**src/rtl/simon_sequence_engine.sv**
```systemverilog
// rtl/simon_sequence_engine.sv - Simon pattern sequencer: append a colour, play the pattern, check presses
module simon_sequence_engine #(
  parameter int MAX_LEN = 16,
  parameter int LED_ON  = 20,
  parameter int LED_OFF = 10,
  parameter int TIMEOUT = 1000
) (
  input  logic                     i_clk,
  input  logic                     i_rst_n,
  input  logic                     i_start,
  input  logic [3:0]               i_rand_4_bit_encoding,
  input  logic [3:0]               i_btn,
  output logic [3:0]               o_led,
  output logic [$clog2(MAX_LEN):0] o_round,
  output logic                     o_busy,
  output logic                     o_listening,
  output logic                     o_win,
  output logic                     o_lose
);
  localparam int IW    = $clog2(MAX_LEN);
  localparam int RW    = IW + 1;
  localparam int T_ONF = (LED_ON > LED_OFF) ? LED_ON : LED_OFF;
  localparam int T_MAX = (TIMEOUT > T_ONF) ? TIMEOUT : T_ONF;
  localparam int TW    = $clog2(T_MAX + 1);

  typedef enum logic [2:0] {
    S_IDLE, S_APPEND, S_SHOW_ON, S_SHOW_OFF, S_LISTEN, S_WIN, S_LOSE
  } state_t;

  state_t        r_state, w_state_nxt;
  logic [IW-1:0] r_idx, w_idx_nxt;
  logic [TW-1:0] r_timer, w_timer_nxt;
  logic [RW-1:0] r_round, w_round_nxt;
  logic [1:0]    r_mem [MAX_LEN];
  logic          w_mem_we;
  logic [1:0]    w_rand_idx;
  logic [1:0]    w_show_col;
  logic [3:0]    w_expect;
  logic          w_last_step;

  logic [3:0]    r_led, w_led_nxt;
  logic          r_busy, w_busy_nxt;
  logic          r_listening, w_listening_nxt;
  logic          r_win, w_win_nxt;
  logic          r_lose, w_lose_nxt;

  assign w_expect    = 4'b0001 << r_mem[r_idx];
  assign w_last_step = ({1'b0, r_idx} + RW'(1)) == r_round;

  // Colour index from the lfsr: lowest set bit wins, all-zero maps to index 0
  always_comb begin
    w_rand_idx = 2'd0;
    if (i_rand_4_bit_encoding[0])      w_rand_idx = 2'd0;
    else if (i_rand_4_bit_encoding[1]) w_rand_idx = 2'd1;
    else if (i_rand_4_bit_encoding[2]) w_rand_idx = 2'd2;
    else if (i_rand_4_bit_encoding[3]) w_rand_idx = 2'd3;
  end

  // State register
  always_ff @(posedge i_clk or negedge i_rst_n) begin
    if (!i_rst_n) r_state <= S_IDLE;
    else          r_state <= w_state_nxt;
  end

  // Next-state and datapath next values
  always_comb begin
    w_state_nxt = r_state;
    w_idx_nxt   = r_idx;
    w_timer_nxt = r_timer;
    w_round_nxt = r_round;
    w_mem_we    = 1'b0;
    case (r_state)
      S_IDLE: begin
        if (i_start) begin
          w_round_nxt = '0;
          w_state_nxt = S_APPEND;
        end
      end
      S_APPEND: begin
        w_mem_we    = 1'b1;
        w_round_nxt = r_round + RW'(1);
        w_idx_nxt   = '0;
        w_timer_nxt = '0;
        w_state_nxt = S_SHOW_ON;
      end
      S_SHOW_ON: begin
        if (r_timer == TW'(LED_ON - 1)) begin
          w_timer_nxt = '0;
          w_state_nxt = S_SHOW_OFF;
        end else begin
          w_timer_nxt = r_timer + TW'(1);
        end
      end
      S_SHOW_OFF: begin
        if (r_timer == TW'(LED_OFF - 1)) begin
          w_timer_nxt = '0;
          if (w_last_step) begin
            w_idx_nxt   = '0;
            w_state_nxt = S_LISTEN;
          end else begin
            w_idx_nxt   = r_idx + IW'(1);
            w_state_nxt = S_SHOW_ON;
          end
        end else begin
          w_timer_nxt = r_timer + TW'(1);
        end
      end
      S_LISTEN: begin
        // A press always beats the timeout on the same cycle
        if (i_btn != 4'b0000) begin
          if (i_btn == w_expect) begin
            w_timer_nxt = '0;
            if (w_last_step) begin
              w_state_nxt = (r_round == RW'(MAX_LEN)) ? S_WIN : S_APPEND;
            end else begin
              w_idx_nxt = r_idx + IW'(1);
            end
          end else begin
            w_state_nxt = S_LOSE;
          end
        end else if (r_timer == TW'(TIMEOUT - 1)) begin
          w_state_nxt = S_LOSE;
        end else begin
          w_timer_nxt = r_timer + TW'(1);
        end
      end
      S_WIN:   w_state_nxt = S_IDLE;
      S_LOSE:  w_state_nxt = S_IDLE;
      default: w_state_nxt = S_IDLE;
    endcase
  end

  // Output next values, derived from the state being entered so they line up with it
  always_comb begin
    // mem[0] is being written on the APPEND of the first round, so forward the fresh colour
    w_show_col      = (r_state == S_APPEND && r_round == '0) ? w_rand_idx : r_mem[w_idx_nxt];
    w_led_nxt       = (w_state_nxt == S_SHOW_ON) ? (4'b0001 << w_show_col) : 4'b0000;
    w_busy_nxt      = (w_state_nxt != S_IDLE);
    w_listening_nxt = (w_state_nxt == S_LISTEN);
    w_win_nxt       = (w_state_nxt == S_WIN);
    w_lose_nxt      = (w_state_nxt == S_LOSE);
  end

  // Datapath registers: step index, shared cycle timer, pattern length
  always_ff @(posedge i_clk or negedge i_rst_n) begin
    if (!i_rst_n) begin
      r_idx   <= '0;
      r_timer <= '0;
      r_round <= '0;
    end else begin
      r_idx   <= w_idx_nxt;
      r_timer <= w_timer_nxt;
      r_round <= w_round_nxt;
    end
  end

  // Pattern memory; contents are meaningless until written, so no reset
  always_ff @(posedge i_clk) begin
    if (w_mem_we) r_mem[r_round[IW-1:0]] <= w_rand_idx;
  end

  // Registered outputs
  always_ff @(posedge i_clk or negedge i_rst_n) begin
    if (!i_rst_n) begin
      r_led       <= 4'b0000;
      r_busy      <= 1'b0;
      r_listening <= 1'b0;
      r_win       <= 1'b0;
      r_lose      <= 1'b0;
    end else begin
      r_led       <= w_led_nxt;
      r_busy      <= w_busy_nxt;
      r_listening <= w_listening_nxt;
      r_win       <= w_win_nxt;
      r_lose      <= w_lose_nxt;
    end
  end

  assign o_led       = r_led;
  assign o_round     = r_round;
  assign o_busy      = r_busy;
  assign o_listening = r_listening;
  assign o_win       = r_win;
  assign o_lose      = r_lose;

endmodule

```
**config.mk**
```make
export PLATFORM = sky130hd
export DESIGN_NAME = simon_sequence_engine
export DESIGN_NICKNAME = d
export VERILOG_FILES = /design/src/rtl/simon_sequence_engine.sv
export SDC_FILE = /design/constraint.sdc
export NUM_CORES = 1
export LEC_CHECK = 0
export ABC_AREA = 1
export CAP_MARGIN = 0
export CORE_MARGIN = 2
export CORE_UTILIZATION = 60
export DETAILED_ROUTE_END_ITERATION = 10
export PLACE_DENSITY_LB_ADDON = 0.2
export SYNTH_ARGS = -nofsm -noshare
export SYNTH_HDL_FRONTEND = slang
export SYNTH_SLANG_ARGS = --single-unit
```
**constraint.sdc**
```tcl
create_clock -name i_clk -period 7.29 [get_ports i_clk]
set_input_delay 0.729 -clock i_clk [delete_from_list [all_inputs] [get_ports i_clk]]
set_output_delay 0.729 -clock i_clk [all_outputs]
set_load 0.005 [all_outputs]
```
# Word level (Yosys, flattened, before mapping)
# Memories as Yosys holds them, arrays and structs flattened.
# Index checks and enable logic that the tools add are counted.
# totals
regBits	30
ram_bits	32
in_bits	11
output_inout_bits	13
n_memories	1
# classes
add_sub_neg	4
eq_ne	17
shifts	2
n_mux	33
n_reduce_logical	9
# memory_table
name	depth	width	read_ports	rd_clocked_by_memory_dff	wr	line	source
r_mem	16	2	2	0	1	34	logic [1:0] r_mem [MAX_LEN];
# op_table
operator	count
2-to-1 mux 10 bit	5
case mux 10 bit (4 select lines)	1
2-to-1 mux 3 bit	9
2-to-1 mux 4 bit	6
case mux 3 bit (5 select lines)	1
equality test 3 bit (second input constant)	4
case mux 4 bit (3 select lines)	1
adder 10 x 1 -> 10 bit (second input constant)	1
equality test 10 bit (second input constant)	1
equality test 10 x 4 -> 1 bit (second input constant)	1
equality test 10 x 5 -> 1 bit (second input constant)	1
2-to-1 mux 2 bit	5
case mux 5 bit (2 select lines)	1
equality test 3 x 2 -> 1 bit (second input constant)	3
nonzero test 4 bit	2
<< shifter 1 x 2 -> 4 bit (first input constant)	2
inequality test 3 bit (second input constant)	2
adder 4 x 1 -> 5 bit (second input constant)	1
adder 5 x 1 -> 5 bit (second input constant)	1
equality test 5 bit	1
equality test 5 bit (second input constant)	1
zero test 5 bit	1
2-to-1 mux 5 bit	1
adder 4 x 1 -> 4 bit (second input constant)	1
10 further kinds	12

# Longest topological paths before layout
# An unclocked memory read counts as a cell.
# logic_depth
word_depth	10
mapped_depth	25

# Worst setup path before layout
# OpenSTA, ideal clock, no wires.
# synth_path
path_kind	register to register
startpoint	reg r_idx[0]
endpoint	reg r_led[1] (netlist: o_led[1])
setup_ns	0.072
t_arrival_ns	2.785
required_time_ns	7.218
path_slack_ns	4.433
stages_incl_launch_ff	21
period_less_slack_ns	2.857
path_cell_list	dfrtp_1 > ha_1 > inv_1 > nand2_1 > nand4_1 > a21oi_1 > nor3b_2 > nand2_2 > ha_1 > a221oi_1 > nand2_4 > nand2_4 > buf_6 > nand2_1 > nand3_1 > nand3_1 > nand3_1 > nand3_1 > nand2_1 > inv_1 > nor2_1
# synth_between
elab_chain_cells	10
word_cells_on_any_way	22
cone_classes	add/sub: 2; eq/ne: 3; shift: 2; mux: 14; memory: 1
# synth_lines
item	line	source
start: declaration	31	logic [IW-1:0] r_idx, w_idx_nxt;
start signal: assignment	151	r_idx <= w_idx_nxt;
memory (16 x 2 bit) / adder 4 x 1 -> 5 bit (equally long branches)	--	
<< shifter 1 x 2 -> 4 bit / equality test 5 bit (equally long branches)	47, 48	
equality test 4 bit / 2-to-1 mux 4 bit (equally long branches)	111, 113	
2-to-1 mux 4 bit	111	if (i_btn == w_expect) begin
2-to-1 mux 4 bit	110	if (i_btn != 4'b0000) begin
case mux 4 bit (3 select lines)	72	case (r_state)
memory (16 x 2 bit)	--	
2-to-1 mux 2 bit	136	w_show_col = (r_state == S_APPEND && r_round == '0) ? w_rand_idx : r_mem[w_idx_nxt];
<< shifter 1 x 2 -> 4 bit	137	w_led_nxt = (w_state_nxt == S_SHOW_ON) ? (4'b0001 << w_show_col) : 4'b0000;
2-to-1 mux 4 bit (*)	137	
via w_led_nxt[1]	41	logic [3:0] r_led, w_led_nxt;
end signal: assignment	171	r_led <= w_led_nxt;
end: declaration	41	
# The timed path passes the listed nets; every way through them passes the cells marked *.
# A chain may end at the register's enable or synchronous reset.

# Worst setup path in the final report
# layout_path
startpoint	reg r_idx[0]
endpoint	reg r_led[0] (netlist: o_led[0])
# layout_between
elab_chain_cells	10
word_cells_on_any_way	22
cone_classes	add/sub: 2; eq/ne: 3; shift: 2; mux: 14; memory: 1
# layout_lines
item	line
memory (16 x 2 bit) / adder 4 x 1 -> 5 bit (equally long branches)	--
<< shifter 1 x 2 -> 4 bit / equality test 5 bit (equally long branches)	47, 48
equality test 4 bit / 2-to-1 mux 4 bit (equally long branches)	111, 113
2-to-1 mux 4 bit	111
2-to-1 mux 4 bit	110
case mux 4 bit (3 select lines) (*)	72
via w_idx_nxt[0]	31
memory (16 x 2 bit) (*)	--
2-to-1 mux 2 bit (*)	136
<< shifter 1 x 2 -> 4 bit (*)	137
2-to-1 mux 4 bit (*)	137
via w_led_nxt[0]	41
# Marked as above.

==> impl_metrics.tcl <==
set metrics [dict create \
    cts.sinks 62 \
    die-area_um2 6870 \
    crit_path_start "r_idx[0]" \
    hpwl_um 6810 \
    cts_made_buffers 9 \
    fillers 481 \
    rsz0062_at_grt "no" \
    critPathMaxStageDelay_ns 0.84 \
    crit_top_cell "nand3_1" \
    status "complete, no violations" \
    maxSlewHeadroom_pct 22.6 \
    min_period_ns 3.72 \
    setup_viol 0 \
    grt_pass1_wl_um 15600 \
    crit_slowest_cell "dfrtp_1" \
    maxSlewViolCount 0 \
    ctsHoldBuffers 0 \
    path_cells "ha_1 -> nand2_1 -> nand4_1 -> a21oi_1 -> nor3b_2 -> nand2_2 -> ha_1 -> a221oi_1 -> nand2_4 -> nand2_4 -> clkinv_1 -> nand2_1 -> nand3_1 -> nand3_1 -> nand3_1 -> nand3_1 -> nand2_1 -> inv_1 -> nor2_1" \
    drt_iter0_markers 522 \
    antenna_left 0 \
    grt.total_usage_pct 28.3 \
    yosys_warnings 0 \
    required_ns 7.52 \
    synth_async_sr_flop_share_pct 48.4 \
    post-route-util_pct 70.1 \
    finalCritPeriodShare_pct 51.0 \
    p_leak_nw 1.89 \
    grt_antenna_before_repair 0 \
    drc 0 \
    hp-start "o_round[4]" \
    ys_types 40 \
    syn_area_um2 3730 \
    worstSetupPathType "reg -> reg" \
    drive_gt1_share_pct 6.64 \
    finalHoldViolCount 0 \
    routedWlPerCell_um 15.9 \
    rows 28 \
    io_pins 24 \
    fin_tns_setup_ns 0 \
    power.total_mw 1.46 \
    synthFlopType "edfxtp_1" \
    synth_edf_count 32 \
    ir_worst_vdd_mv 0.211 \
    syn-instance-count 481 \
    seq_area_frac_synth_pct 45.8 \
    root_buffer "clkbuf_8" \
    start_util_pct 62.7 \
    end_kind "flip-flop" \
    dr.pass1.iters 5 \
    cap_violations 0 \
    avgSynthCellArea_um2 7.76 \
    grt_pass1_vias 3162 \
    final_cells 587 \
    placedCellCount 571 \
    ys_ff_latch 62 \
    core_area_um2 5960 \
    cts_setup_buffers 0 \
    die_w_um 82.9 \
    crit_fanout 25 \
    chipHeight_um 82.9 \
    syn2layout_area_growth_pct 11.8 \
    start_kind "flip-flop" \
    worst_slew_pin_slew_ns 1.16 \
    hp-class "reg -> reg" \
    h-tree-depth 3 \
    overflow 0 \
    cts_resized 0 \
    viasPerCell 5.81 \
    antennaDiodeCount 0 \
    synthesis.nets 500 \
    grt_start_max_net_pins 31 \
    gp_congestion 0.929 \
    worstReg2RegStart "r_idx[0]" \
    cp.arrival_ns 3.95 \
    clock_skew_ns 0.0106 \
    powerDensity_nw_per_um2 350 \
    clk_path_buf_depth 2 \
    clock_latency_ns 0.34 \
    fmax_mhz 269 \
    portBuffers 23 \
    nets 526 \
    vias 3413 \
    finalWirelength_um 9330 \
    clkSlewWorstSetupHoldPaths_ns 0.07 \
    cts_tree "done" \
]
[critical path, delay by kind of cell, from the launching register on]
kind                       cells  cell delay (ns)
adders and majority gates      2             0.61
buffers and inverters          2             0.21
DFF                            1             0.84
and+or+nand+nor               13             1.43
AOI/OAI and AO/OA              2             0.53
[synth_stat cells, drive strengths merged, types with 3 or more instances]
cell,n,area (um^2)
nand3,89,450
inv,86,323
nor2,51,204
nand4,8,50.1
nor3,12,65.1
a21oi,10,50.1
clkbuf,3,11.3
nand2,97,384
ha,8,100
edfxtp,32,961
o211ai,6,45.0
o21ai,16,83.8
xor2,4,35.0
or2,3,18.8
nor3b,4,35.0
buf,7,56.3
dfrtp,30,751
[through the flow]
stage / instance area, um^2 / setup slack, ns / hold WS [ns]
global route: 4170 / 3.20 / 0.530
finish: 4170 / 3.57 / 0.498
detailed placement: 4010 / 3.63 / 0.486
floorplan: 3730 / 4.43 / 0.433
CTS: 4170 / 3.60 / 0.496
global placement: 4010 / 3.73 / 0.482
[sequential cells by signal (all words and copies together), names as in the netlist, 3 cells and up]
| signal | flops |
|---|---|
| o_round | 5 |
| r_mem | 32 |
| r_state | 3 |
| r_idx | 4 |
| o_led | 4 |
| r_timer | 10 |
[power by group]
group	switching (mW)	internal, mW
registers	0.0710	0.413
clock network	0.142	0.123
logic	0.476	0.235
[layout make-up]
type                       instances  area, um^2  share of cell area [%]
clock inverter                     5        36.3                   0.869
timing repair buffer              25         245                    5.88
multi-input combinational        321        1630                    38.9
clock buffer                      11         131                    3.15
inverter                          88         330                    7.91
sequential                        62        1710                    41.0
tap                               75        93.8                    2.25
[final timing paths]
check	end	slack, ns	depth (start not counted)
max in group asynchronous	o_round[1]	6.22	2
setup / recovery	o_led[0]	3.57	19
min in group asynchronous	o_led[1]	0.78	2
setup reg to reg	o_led[0]	3.57	19
hold / removal	o_round[4]	0.50	1
hold reg to reg	o_round[4]	0.50	1
[routing by layer]
layer,up-vias,part of all wire [%],wire (um),global-route usage [%]
met5,-,0,0,0
met4,0,2.0,191,10.1
met3,21,9.5,889,6.56
met2,210,43,4000,40.6
met1,1543,46,4260,42.1
li1,1639,-,-,-
[logic make-up after synthesis]
kind of cell | Yosys count | synth area share [%]
flops | 62 | 45.8
fa+ha+maj | 8 | 2.68
compound gates | 42 | 6.87
xor+xnor | 5 | 1.17
buf+inv | 98 | 10.7
simple gates | 266 | 32.8
[cells in the final DEF (no fill, tap or decap), types with 6 or more instances in the layout]
cell and count:
a21oi_1 10, clkbuf_8 9, clkdlybuf4s50_1 23, dfrtp_1 30, edfxtp_1 32, ha_1 8
inv_1 82, nand2_1 93, nand3_1 88, nand4_1 8, nor2_1 48, nor3_1 11
o211ai_1 6, o21ai_0 14
No activity file was read; power rests on OpenSTA's default activity.
